<file path="src/rtl/wavefront_mask_ctrl.sv">
// Lane-mask shift-register sequencer: clear, fill, hold, drain per job.
// WAVEFRONT_REVERSE_DRAIN_EN: drain with right shifts (LIFO lane order).
module wavefront_mask_ctrl #(
    parameter int WIDTH  = 5,
    parameter int HOLD_W = 16,
    parameter int CNT_W  = $clog2(WIDTH + 1)
) (
    input  logic              clk,
    input  logic              rst,
    input  logic              start_valid,
    output logic              start_ready,
    input  logic [HOLD_W-1:0] hold_cycles,
    input  logic              advance,
    input  logic              abort,
    output logic              shift_in,
    output logic              direction_right,
    output logic              reset_zero,
    output logic              shift,
    output logic              busy,
    output logic              done,
    output logic [CNT_W-1:0]  active_count
);

    typedef enum logic [2:0] {
        S_IDLE,
        S_CLEAR,
        S_FILL,
        S_HOLD,
        S_DRAIN,
        S_DONE,
        S_ABORT
    } state_t;

`ifdef WAVEFRONT_REVERSE_DRAIN_EN
    localparam logic REV = 1'b1;
`else
    localparam logic REV = 1'b0;
`endif

    localparam logic [CNT_W-1:0] LAST = CNT_W'(WIDTH - 1);

    state_t state_q, state_d;
    logic [CNT_W-1:0] lane_q, lane_d;
    logic [CNT_W-1:0] active_q, active_d;
    logic [HOLD_W-1:0] hold_q, hold_d;
    logic [HOLD_W-1:0] hcnt_q, hcnt_d;
    logic in_job;
    logic step;

    assign in_job = (state_q == S_CLEAR) || (state_q == S_FILL) ||
                    (state_q == S_HOLD) || (state_q == S_DRAIN);
    // abort outranks advance, so a step never happens on an aborting cycle
    assign step = advance && !abort;

    always_comb begin
        state_d         = state_q;
        lane_d          = lane_q;
        active_d        = active_q;
        hold_d          = hold_q;
        hcnt_d          = hcnt_q;
        start_ready     = 1'b0;
        shift_in        = 1'b0;
        direction_right = 1'b0;
        reset_zero      = 1'b0;
        shift           = 1'b0;
        done            = 1'b0;
        unique case (state_q)
            S_IDLE: begin
                start_ready = 1'b1;
                if (start_valid) begin
                    hold_d  = hold_cycles;
                    state_d = S_CLEAR;
                end
            end
            S_CLEAR: begin
                reset_zero = 1'b1;
                active_d   = '0;
                lane_d     = '0;
                state_d    = S_FILL;
            end
            S_FILL: begin
                shift_in = 1'b1;
                shift    = step;
                if (step) begin
                    active_d = active_q + 1'b1;
                    if (lane_q == LAST) begin
                        lane_d  = '0;
                        hcnt_d  = '0;
                        state_d = (hold_q == '0) ? S_DRAIN : S_HOLD;
                    end else begin
                        lane_d = lane_q + 1'b1;
                    end
                end
            end
            S_HOLD: begin
                if (step) begin
                    if (hcnt_q == hold_q - 1'b1) begin
                        hcnt_d  = '0;
                        lane_d  = '0;
                        state_d = S_DRAIN;
                    end else begin
                        hcnt_d = hcnt_q + 1'b1;
                    end
                end
            end
            S_DRAIN: begin
                shift           = step;
                direction_right = REV;
                if (step) begin
                    active_d = active_q - 1'b1;
                    if (lane_q == LAST) begin
                        lane_d  = '0;
                        state_d = S_DONE;
                    end else begin
                        lane_d = lane_q + 1'b1;
                    end
                end
            end
            S_DONE: begin
                done    = 1'b1;
                state_d = S_IDLE;
            end
            S_ABORT: begin
                reset_zero = 1'b1;
                active_d   = '0;
                lane_d     = '0;
                hcnt_d     = '0;
                state_d    = S_IDLE;
            end
            default: begin
                state_d = S_IDLE;
            end
        endcase
        if (in_job && abort) begin
            state_d = S_ABORT;
        end
    end

    always_ff @(posedge clk) begin
        if (rst) begin
            state_q  <= S_IDLE;
            lane_q   <= '0;
            active_q <= '0;
            hold_q   <= '0;
            hcnt_q   <= '0;
        end else begin
            state_q  <= state_d;
            lane_q   <= lane_d;
            active_q <= active_d;
            hold_q   <= hold_d;
            hcnt_q   <= hcnt_d;
        end
    end

    assign busy         = (state_q != S_IDLE);
    assign active_count = active_q;

endmodule

</file>
<file path="config.mk">
export PLATFORM = sky130hd
export DESIGN_NAME = wavefront_mask_ctrl
export DESIGN_NICKNAME = d
export VERILOG_FILES = /design/src/rtl/wavefront_mask_ctrl.sv
export SDC_FILE = /design/constraint.sdc
export NUM_CORES = 1
export LEC_CHECK = 0
export ABC_AREA = 1
export CAP_MARGIN = 20
export CORE_ASPECT_RATIO = 0.8
export CORE_UTILIZATION = 56
export CTS_CLUSTER_DIAMETER = 120
export CTS_CLUSTER_SIZE = 30
export DETAILED_ROUTE_END_ITERATION = 16
export PLACE_DENSITY = 0.79
export RECOVER_POWER = 50
export REMOVE_ABC_BUFFERS = 1
export SYNTH_ARGS = -nofsm -noshare
export SYNTH_HDL_FRONTEND = slang
export SYNTH_SLANG_ARGS = --single-unit
</file>
<file path="constraint.sdc">
create_clock -name clk -period 5.7 [get_ports clk]
set_input_delay 1.14 -clock clk [delete_from_list [all_inputs] [get_ports clk]]
set_output_delay 1.14 -clock clk [all_outputs]
set_load 0.02 [all_outputs]
</file>
After elaboration in Yosys (flattened, before gate mapping)
Index checks and enable logic that the tools add are counted.

word-level totals
  bits in writable memories = 0
  memory bits (read-only) = 0
  input bits = 21
  bits in registers = 41
  output and inout port bits = 10
  word-level logic and storage cells = 83
  memories kept = 0
  bits in latches = 0

cells by class
  equal/unequal tests = 23
  divide/modulo/power cells = 0
  bitwise gates (word level) = 0
  magnitude comparators = 0
  shift operators = 0
  reductions and logical operators = 21
  multiplexer cells = 28
  multipliers = 0
  $add $sub $neg = 5

operators with widths
  kind                                                   number
  two-way mux 16 bit                                     4
  case mux 16 bit (3 select lines)                       1
  two-way mux 3 bit                                      15
  case mux 3 bit (3 select lines)                        2
  adder 16 x 1 -> 16 bit, second input constant          1
  == test 16 bit                                         1
  zero test 16 bit                                       1
  subtractor 16 x 1 -> 16 bit, second input constant     1
  case mux 3 bit (5 select lines)                        1
  AND reduction 7 bit                                    2
  == test 3 bit, second input constant                   4
  nonzero test 3 bit                                     4
  inequality test 3 x 1 -> 1 bit, second input constant  3
  inequality test 3 x 2 -> 1 bit, second input constant  3
  inequality test 2 x 1 -> 1 bit, second input constant  4
  inequality test 2 bit, second input constant           4
  AND reduction 4 bit                                    2
  adder 3 x 1 -> 3 bit, second input constant            2
  == test 3 x 2 -> 1 bit, second input constant          2
  OR reduction 2 bit                                     3
  two-way mux 1 bit                                      5
  == test 3 x 1 -> 1 bit, second input constant          1
  zero test 3 bit                                        1
  logical OR 1 bit                                       3
  other kinds (6)                                        7

Depth between registers and ports, before layout
Gate-level depths: netlist of the first run.

  word-level depth = 7
  mapped depth = 17
  depth with buffers taken out = 17

Worst setup path before layout of the first run
No wires, ideal clock.

  path kind = input port to output port
  start point = in abort
  end point = out shift
  path buffers = 0
  slack = 2.953 ns
  stages = 3
  required time = 4.560 ns
  arrival = 1.607 ns
  path through = inv_1 nand2_1 nor2_1

between the ends
  longest elaborated chain between the ends = 3

RTL lines
  what               line  text
  start, declared    14    input logic abort,
  zero test 1 bit    53    assign step = advance && !abort;
  logical AND 1 bit  53
  two-way mux 1 bit  67    unique case (state_q)
  end, declared      18    output logic shift,

Every way passes these cells.

Worst setup path after layout of the first run
Ends and elaborated chain as after synthesis.

==> reports/results.ini, run 1 <==
[timing]
max_freq_mhz = 268
timing.final.max_slew_violations = 0
post-route-period-util_pct = 65.5
max-slew-margin-rel_pct = 52.6
tns_ns = 0
hold_viol = 0
tightest_slew_ns = 0.709
skew_ns = 0.00703
rsz0062_at_grt = false
setup_viol = 0
period_minus_slack_ns = 3.73

[clock_tree]
post_cts_resize_count = 0
clk_path_buf_depth = 2
clock_sinks = 41
cts_tree = done
hold_buffers = 0
cts_buffers = 5
cts_setup_buffers = 0
cts-htree-levels = 2
insertion_delay_ns = 0.30
clockRootBuffer = clkbuf_8
clk_pin_slew_ns = 0.07

[critical_path]
cp_slowest_cell = clkdlybuf4s50_1
critPathBufInv = 3
cp_data_required_time_ns = 4.56
crit_path_end_kind = output pin
arrival_ns = 2.59
crit_path_max_incr_delay_ns = 0.62
cp_max_fo = 4
crit_chain = dlygate4sd3_1 -> inv_1 -> nand2_1 -> nor2_1 -> clkdlybuf4s50_1
start_kind = input pin
worstSetupPathType = in -> out
cp_top_family = buffers and inverters

[route]
wl_per_cell_um = 12.4
drt_wl_total_um = 6150
drtIter0Drc = 190
vias_per_cell = 5.27
route.detailed.drc = 0
firstDrtPassIters = 5
via_count = 2610
ant_nets = 0

[power]
p_switching_w = 0.000742
p_comb_share_pct = 58.8
power.density_nw_per_um2 = 465
ir_drop_uv = 254
p_int_w = 0.000753
netSwitchingFraction_pct = 49.7
clkPwrFrac_pct = 12.5
leakage_nw = 1.37
power_frac_seq_pct = 28.7

[synthesis]
synth.distinct_cells = 39
ys.flop_type = dfxtp_1
synth_edf_count = 0
ys_ff_latch = 41
ys_async_sr_fraction_pct = 0
avgSynthCellArea_sq_um = 6.96
seq_area_frac_synth_pct = 29.1
yosysWarnings = 0
synth_cells = 406
syn-cell-area_sq_um = 2820

[outcome]
status = finished, final reports clean

[final_layout]
syn_to_final_growth_pct = 13.7
drive_above_1_share_pct = 12.6
layout_commonest_cell = nand2_1
nNetsFinal = 461
n_antenna_cell = 0
final_util_pct = 68.2
final_cell_mix = nand2_1, inv_1, nor2_1, dfxtp_1

[die]
die_area_sq_um = 5330
io_pins = 31
die_h_um = 65.5
rows = 22
core_sq_um = 4710
die_w_um = 81.4
start_util_pct = 60.0

[global_route]
grt_antenna_before_repair = 0
track_usage_pct = 25.5
grt-ovfl-total = 0
grt_max_degree = 26
grt_pass1_vias = 2242
grt_pass1_wl_um = 10300

[job]
maxCapViolCount = 0

[placed_design]
hpwl_um = 4750
io_buffers = 29
gp_congestion = 0.873

[hold_path]
hold_path_class = reg -> reg

## layer usage
| metal | routed length [um] | up-vias | GRT usage, % |
|---|---|---|---|
| li1 | - | 1352 | - |
| met2 | 2590 | 70 | 38.2 |
| met3 | 333 | 6 | 4.58 |
| met1 | 3180 | 1182 | 37.5 |
| met4 | 48 | 0 | 6.03 |
| met5 | 0 | - | 0 |
## state kept, by name, summed over array words and instances, names as in the netlist
register	flops
hcnt_q	16
hold_q	16
active_count	3
lane_q	3
state_q	3
## worst reg2reg max path: cells and delay by family, from the launching register on
kind          cells  cell delay (ns)
simple gates     13             1.44
fa+ha+maj         1             0.21
buf+inv           1             0.11
flops             1             0.35
## final timing paths
kind                           from                     end  slack [ns]  cells after the start
max                           abort                   shift        1.97                      5
max reg2reg  hold_q[0]$_SDFFE_PP0P_  hcnt_q[1]$_SDFFE_PP0P_        3.49                     15
min          lane_q[0]$_SDFFE_PP0P_  lane_q[0]$_SDFFE_PP0P_        0.50                      2
min reg2reg  lane_q[0]$_SDFFE_PP0P_  lane_q[0]$_SDFFE_PP0P_        0.50                      2
## power groups by stage
stage               clock network (W)  logic, W  registers, W
floorplan                           0  0.000684      0.000420
global placement                    0  0.000851      0.000431
detailed placement                  0  0.000869      0.000434
CTS                          0.000191  0.000875      0.000427
global route                 0.000204  0.000994      0.000439
finish                       0.000188  0.000879      0.000428
## synth_stat cells, types with 2 or more instances
| cell type | number | share of area, % |
|---|---|---|
| nand3b_1 | 2 | 0.53 |
| nand2_1 | 88 | 12 |
| nand3_1 | 29 | 5.1 |
| nor3_4 | 3 | 1.7 |
| inv_2 | 6 | 0.80 |
| xnor2_1 | 10 | 3.1 |
| o2111ai_1 | 2 | 0.62 |
| nor2_1 | 41 | 5.4 |
| nor3_1 | 7 | 1.2 |
| o21ai_0 | 14 | 2.5 |
| o211ai_1 | 2 | 0.53 |
| nor2_4 | 13 | 5.2 |
| nand2_4 | 4 | 1.6 |
| xor2_1 | 13 | 4.0 |
| clkbuf_1 | 3 | 0.40 |
| nand4_1 | 8 | 1.8 |
| buf_1 | 2 | 0.27 |
| nor2_2 | 8 | 1.8 |
| ha_1 | 5 | 2.2 |
| nand2_2 | 9 | 2.0 |
| a21oi_1 | 29 | 5.1 |
| dfxtp_1 | 41 | 29 |
| o21ai_1 | 2 | 0.35 |
| inv_1 | 50 | 6.6 |
## kinds of logic (layout without fill, tap and decap cells)
kind of cell | count (synthesis) | count (layout) | synth area share (%)
simple gates | 218 | 218 | 41.0
xor+xnor | 23 | 23 | 7.13
flops | 41 | 41 | 29.1
other cells | 1 | 1 | 0.133
compound gates | 52 | 52 | 10.1
fa+ha+maj | 6 | 6 | 2.92
buf+inv | 65 | 94 | 9.70
## through the flow
stage	worst slack (ns)	instances	power, W	cell area (sq um)	hold WS, ns
after floorplan	2.95	398	0.00110	2770	0.455
after global placement	2.11	487	0.00128	3130	0.478
after detailed placement	2.09	487	0.00130	3130	0.486
after CTS	2.09	495	0.00149	3210	0.496
after global routing	1.89	495	0.00164	3210	0.526
final	1.97	495	0.00150	3210	0.495
## area by class of cell
class	count	area, sq um
multi-input cells	300	1730
well taps	60	75.1
fillers	421	1500
inverters	57	216
repair buffers	29	290
flip-flops and latches	41	821
clock buffers	8	80.1
Power figures use the tool's default switching activity.
==> run 2: changes to the inputs <==
Settings changed: CORE_UTILIZATION 56 to 51, PLACE_DENSITY 0.79 to 0.76.
Clock period 5.7 ns to 3.27 ns, I/O delays scaled along.
==> reports/results.ini, run 2 (synthesis results as in run 1) <==
[outcome]
status = finished, final reports clean

[timing]
timing.final.ws_setup_ns = 0.336  ; -1.63 ns
tns_ns = 0  ; unchanged
max-slew-margin-rel_pct = 49.4  ; -3.2 points
hold_viol = 0  ; unchanged
max_freq_mhz = 341
skew_ns = 0.00979  ; +0.00276 ns
tightest_slew_ns = 0.757  ; +0.0481 ns
setup_viol = 0  ; unchanged
timing.final.max_slew_violations = 0  ; unchanged
period_minus_slack_ns = 2.93
rsz0062_at_grt = false
post-route-period-util_pct = 89.7

[critical_path]
cp_data_required_time_ns = 2.62  ; -1.94 ns
worstSetupPathType = reg -> out
r2r_slack_ns = 0.48  ; -3.01 ns
crit_path_end_kind = output pin
arrival_ns = 2.28  ; -0.31 ns
start_kind = register
cp-endpoint = shift
rr_endpoint = hcnt_q[1]$_SDFFE_PP0P_
r2r_start = hold_q[0]$_SDFFE_PP0P_
cp_max_fo = 6  ; +2
reg2reg_depth = 14  ; -1
crit_start = state_q[2]$_SDFFE_PP0P_

[placed_design]
hpwl_um = 4770  ; +0.31%
gp_congestion = 0.864  ; -1.1%
dpl_worst_slack_ns = 0.545  ; -1.54 ns
dp_cells = 490  ; +0.62%
io_buffers = 29  ; unchanged

[route]
vias_per_cell = 5.09  ; -3.5%
wl_per_cell_um = 12.4  ; about the same
drt_wl_total_um = 6190  ; +0.55%
firstDrtPassIters = 4  ; -1
route.detailed.drc = 0  ; unchanged
via_count = 2534  ; -2.9%
ant_nets = 0  ; unchanged
drtIter0Drc = 97  ; -49%

[final_layout]
reg_top3 = hcnt_q (16), hold_q (16)
layout_commonest_cell = nand2_1
fin_cells = 498  ; +0.61%
nNetsFinal = 462  ; +0.22%
drive_above_1_share_pct = 12.2  ; -0.49 points
final_util_pct = 61.6  ; -6.6 points
n_antenna_cell = 0  ; unchanged
syn_to_final_growth_pct = 13.0
final_cell_mix = nand2_1, inv_1, nor2_1

[global_route]
track_usage_pct = 23.2  ; -2.4 points
grt-ovfl-total = 0  ; unchanged
grt_pass1_vias = 2220  ; -0.98%
grt_pass1_wl_um = 10300  ; +0.14%
grt_antenna_before_repair = 0  ; unchanged
grt_max_degree = 26  ; unchanged

[die]
die_w_um = 85.2  ; +4.7%
die_h_um = 68.6  ; +4.6%
rows = 23  ; +4.5%
core_sq_um = 5180  ; +10%
die_area_sq_um = 5840  ; +9.5%
start_util_pct = 54.5  ; -5.5 points
io_pins = 31  ; unchanged

[clock_tree]
cts_buffers = 5  ; unchanged
post_cts_resize_count = 0  ; unchanged
clockRootBuffer = clkbuf_8
cts_setup_buffers = 0  ; unchanged
clock_sinks = 41  ; unchanged
hold_buffers = 0  ; unchanged
clk_path_buf_depth = 2  ; unchanged
clk_pin_slew_ns = 0.08  ; about the same
cts_tree = done
insertion_delay_ns = 0.30  ; about the same
cts-htree-levels = 2  ; unchanged

[job]
maxCapViolCount = 0  ; unchanged

[power]
leakage_nw = 1.36  ; -0.24%
ir_drop_uv = 328  ; +29%
power.density_nw_per_um2 = 807  ; +73%

[hold_path]
hold_depth = 2  ; unchanged
hold_path_class = reg -> reg

-- run 2: changes by cell type in the layout (fill, tap and decap cells not counted), moves of 2 or more --
cell / before / now
dlygate4sd3_1: 6 / 3
nand2_1: 88 / 90
clkbuf_1: 3 / 1
clkdlybuf4s50_1: 23 / 26
clkinv_2: 0 / 2
-- run 2: cell type report --
class | count | area, sq um
fill | 471 | 1990
timing repair buffer | 30 | 298
clock inverter | 2 | 10.0
inverter | 57 | 215
tap | 62 | 77.6
sequential | 41 | 821
multi-input combinational | 300 | 1700
clock buffer | 6 | 72.6
-- run 2: per-stage QoR --
step | area, sq um | power, W | hold slack [ns]
after floorplan | 2770 | 0.00192 | 0.455
after global placement | 3140 | 0.00225 | 0.478
after detailed placement | 3140 | 0.00228 | 0.484
after CTS | 3220 | 0.00261 | 0.496
after global routing | 3190 | 0.00281 | 0.522
final | 3190 | 0.00257 | 0.493
-- run 2: worst min-delay path by stage --
stage / start / endpoint / slack, ns
6_report: active_count[2]$_SDFFE_PP0P_ / active_count[2]$_SDFFE_PP0P_ / 0.49
4_1_cts: active_count[2]$_SDFFE_PP0P_ / active_count[2]$_SDFFE_PP0P_ / 0.50
2_1_floorplan: lane_q[1]$_SDFFE_PP0P_ / lane_q[1]$_SDFFE_PP0P_ / 0.45
5_1_grt: active_count[2]$_SDFFE_PP0P_ / active_count[2]$_SDFFE_PP0P_ / 0.52
3_5_place_dp: active_count[2]$_SDFFE_PP0P_ / active_count[2]$_SDFFE_PP0P_ / 0.48
3_3_place_gp: active_count[2]$_SDFFE_PP0P_ / active_count[2]$_SDFFE_PP0P_ / 0.48
-- run 2: metal layers --
metal | GRT usage [%] | vias to the layer above | part of all wire (%)
li1 | - | 1347 | -
met5 | 0 | - | 0
met4 | 9.32 | 0 | 1.5
met3 | 4.76 | 8 | 4.0
met2 | 34.5 | 47 | 40
met1 | 33.0 | 1132 | 54
-- run 2: worst max-delay path, stage by stage (launching register included) --
cell and delay [ns]:
dfxtp_1 0.47, inv_2 0.10, nor2_1 0.36, inv_2 0.04, nand2_1 0.12, inv_1 0.09, nor2_1 0.15, clkdlybuf4s50_1 0.63
-- run 2: where the power goes --
part	leakage [nW]	switching [W]	internal, W	total [W]
logic	0.983	0.000956	0.000547	0.00150
clock network	0.0450	0.000184	0.000148	0.000332
registers	0.335	0.000131	0.000607	0.000739
total	1.36	0.00127	0.00130	0.00257
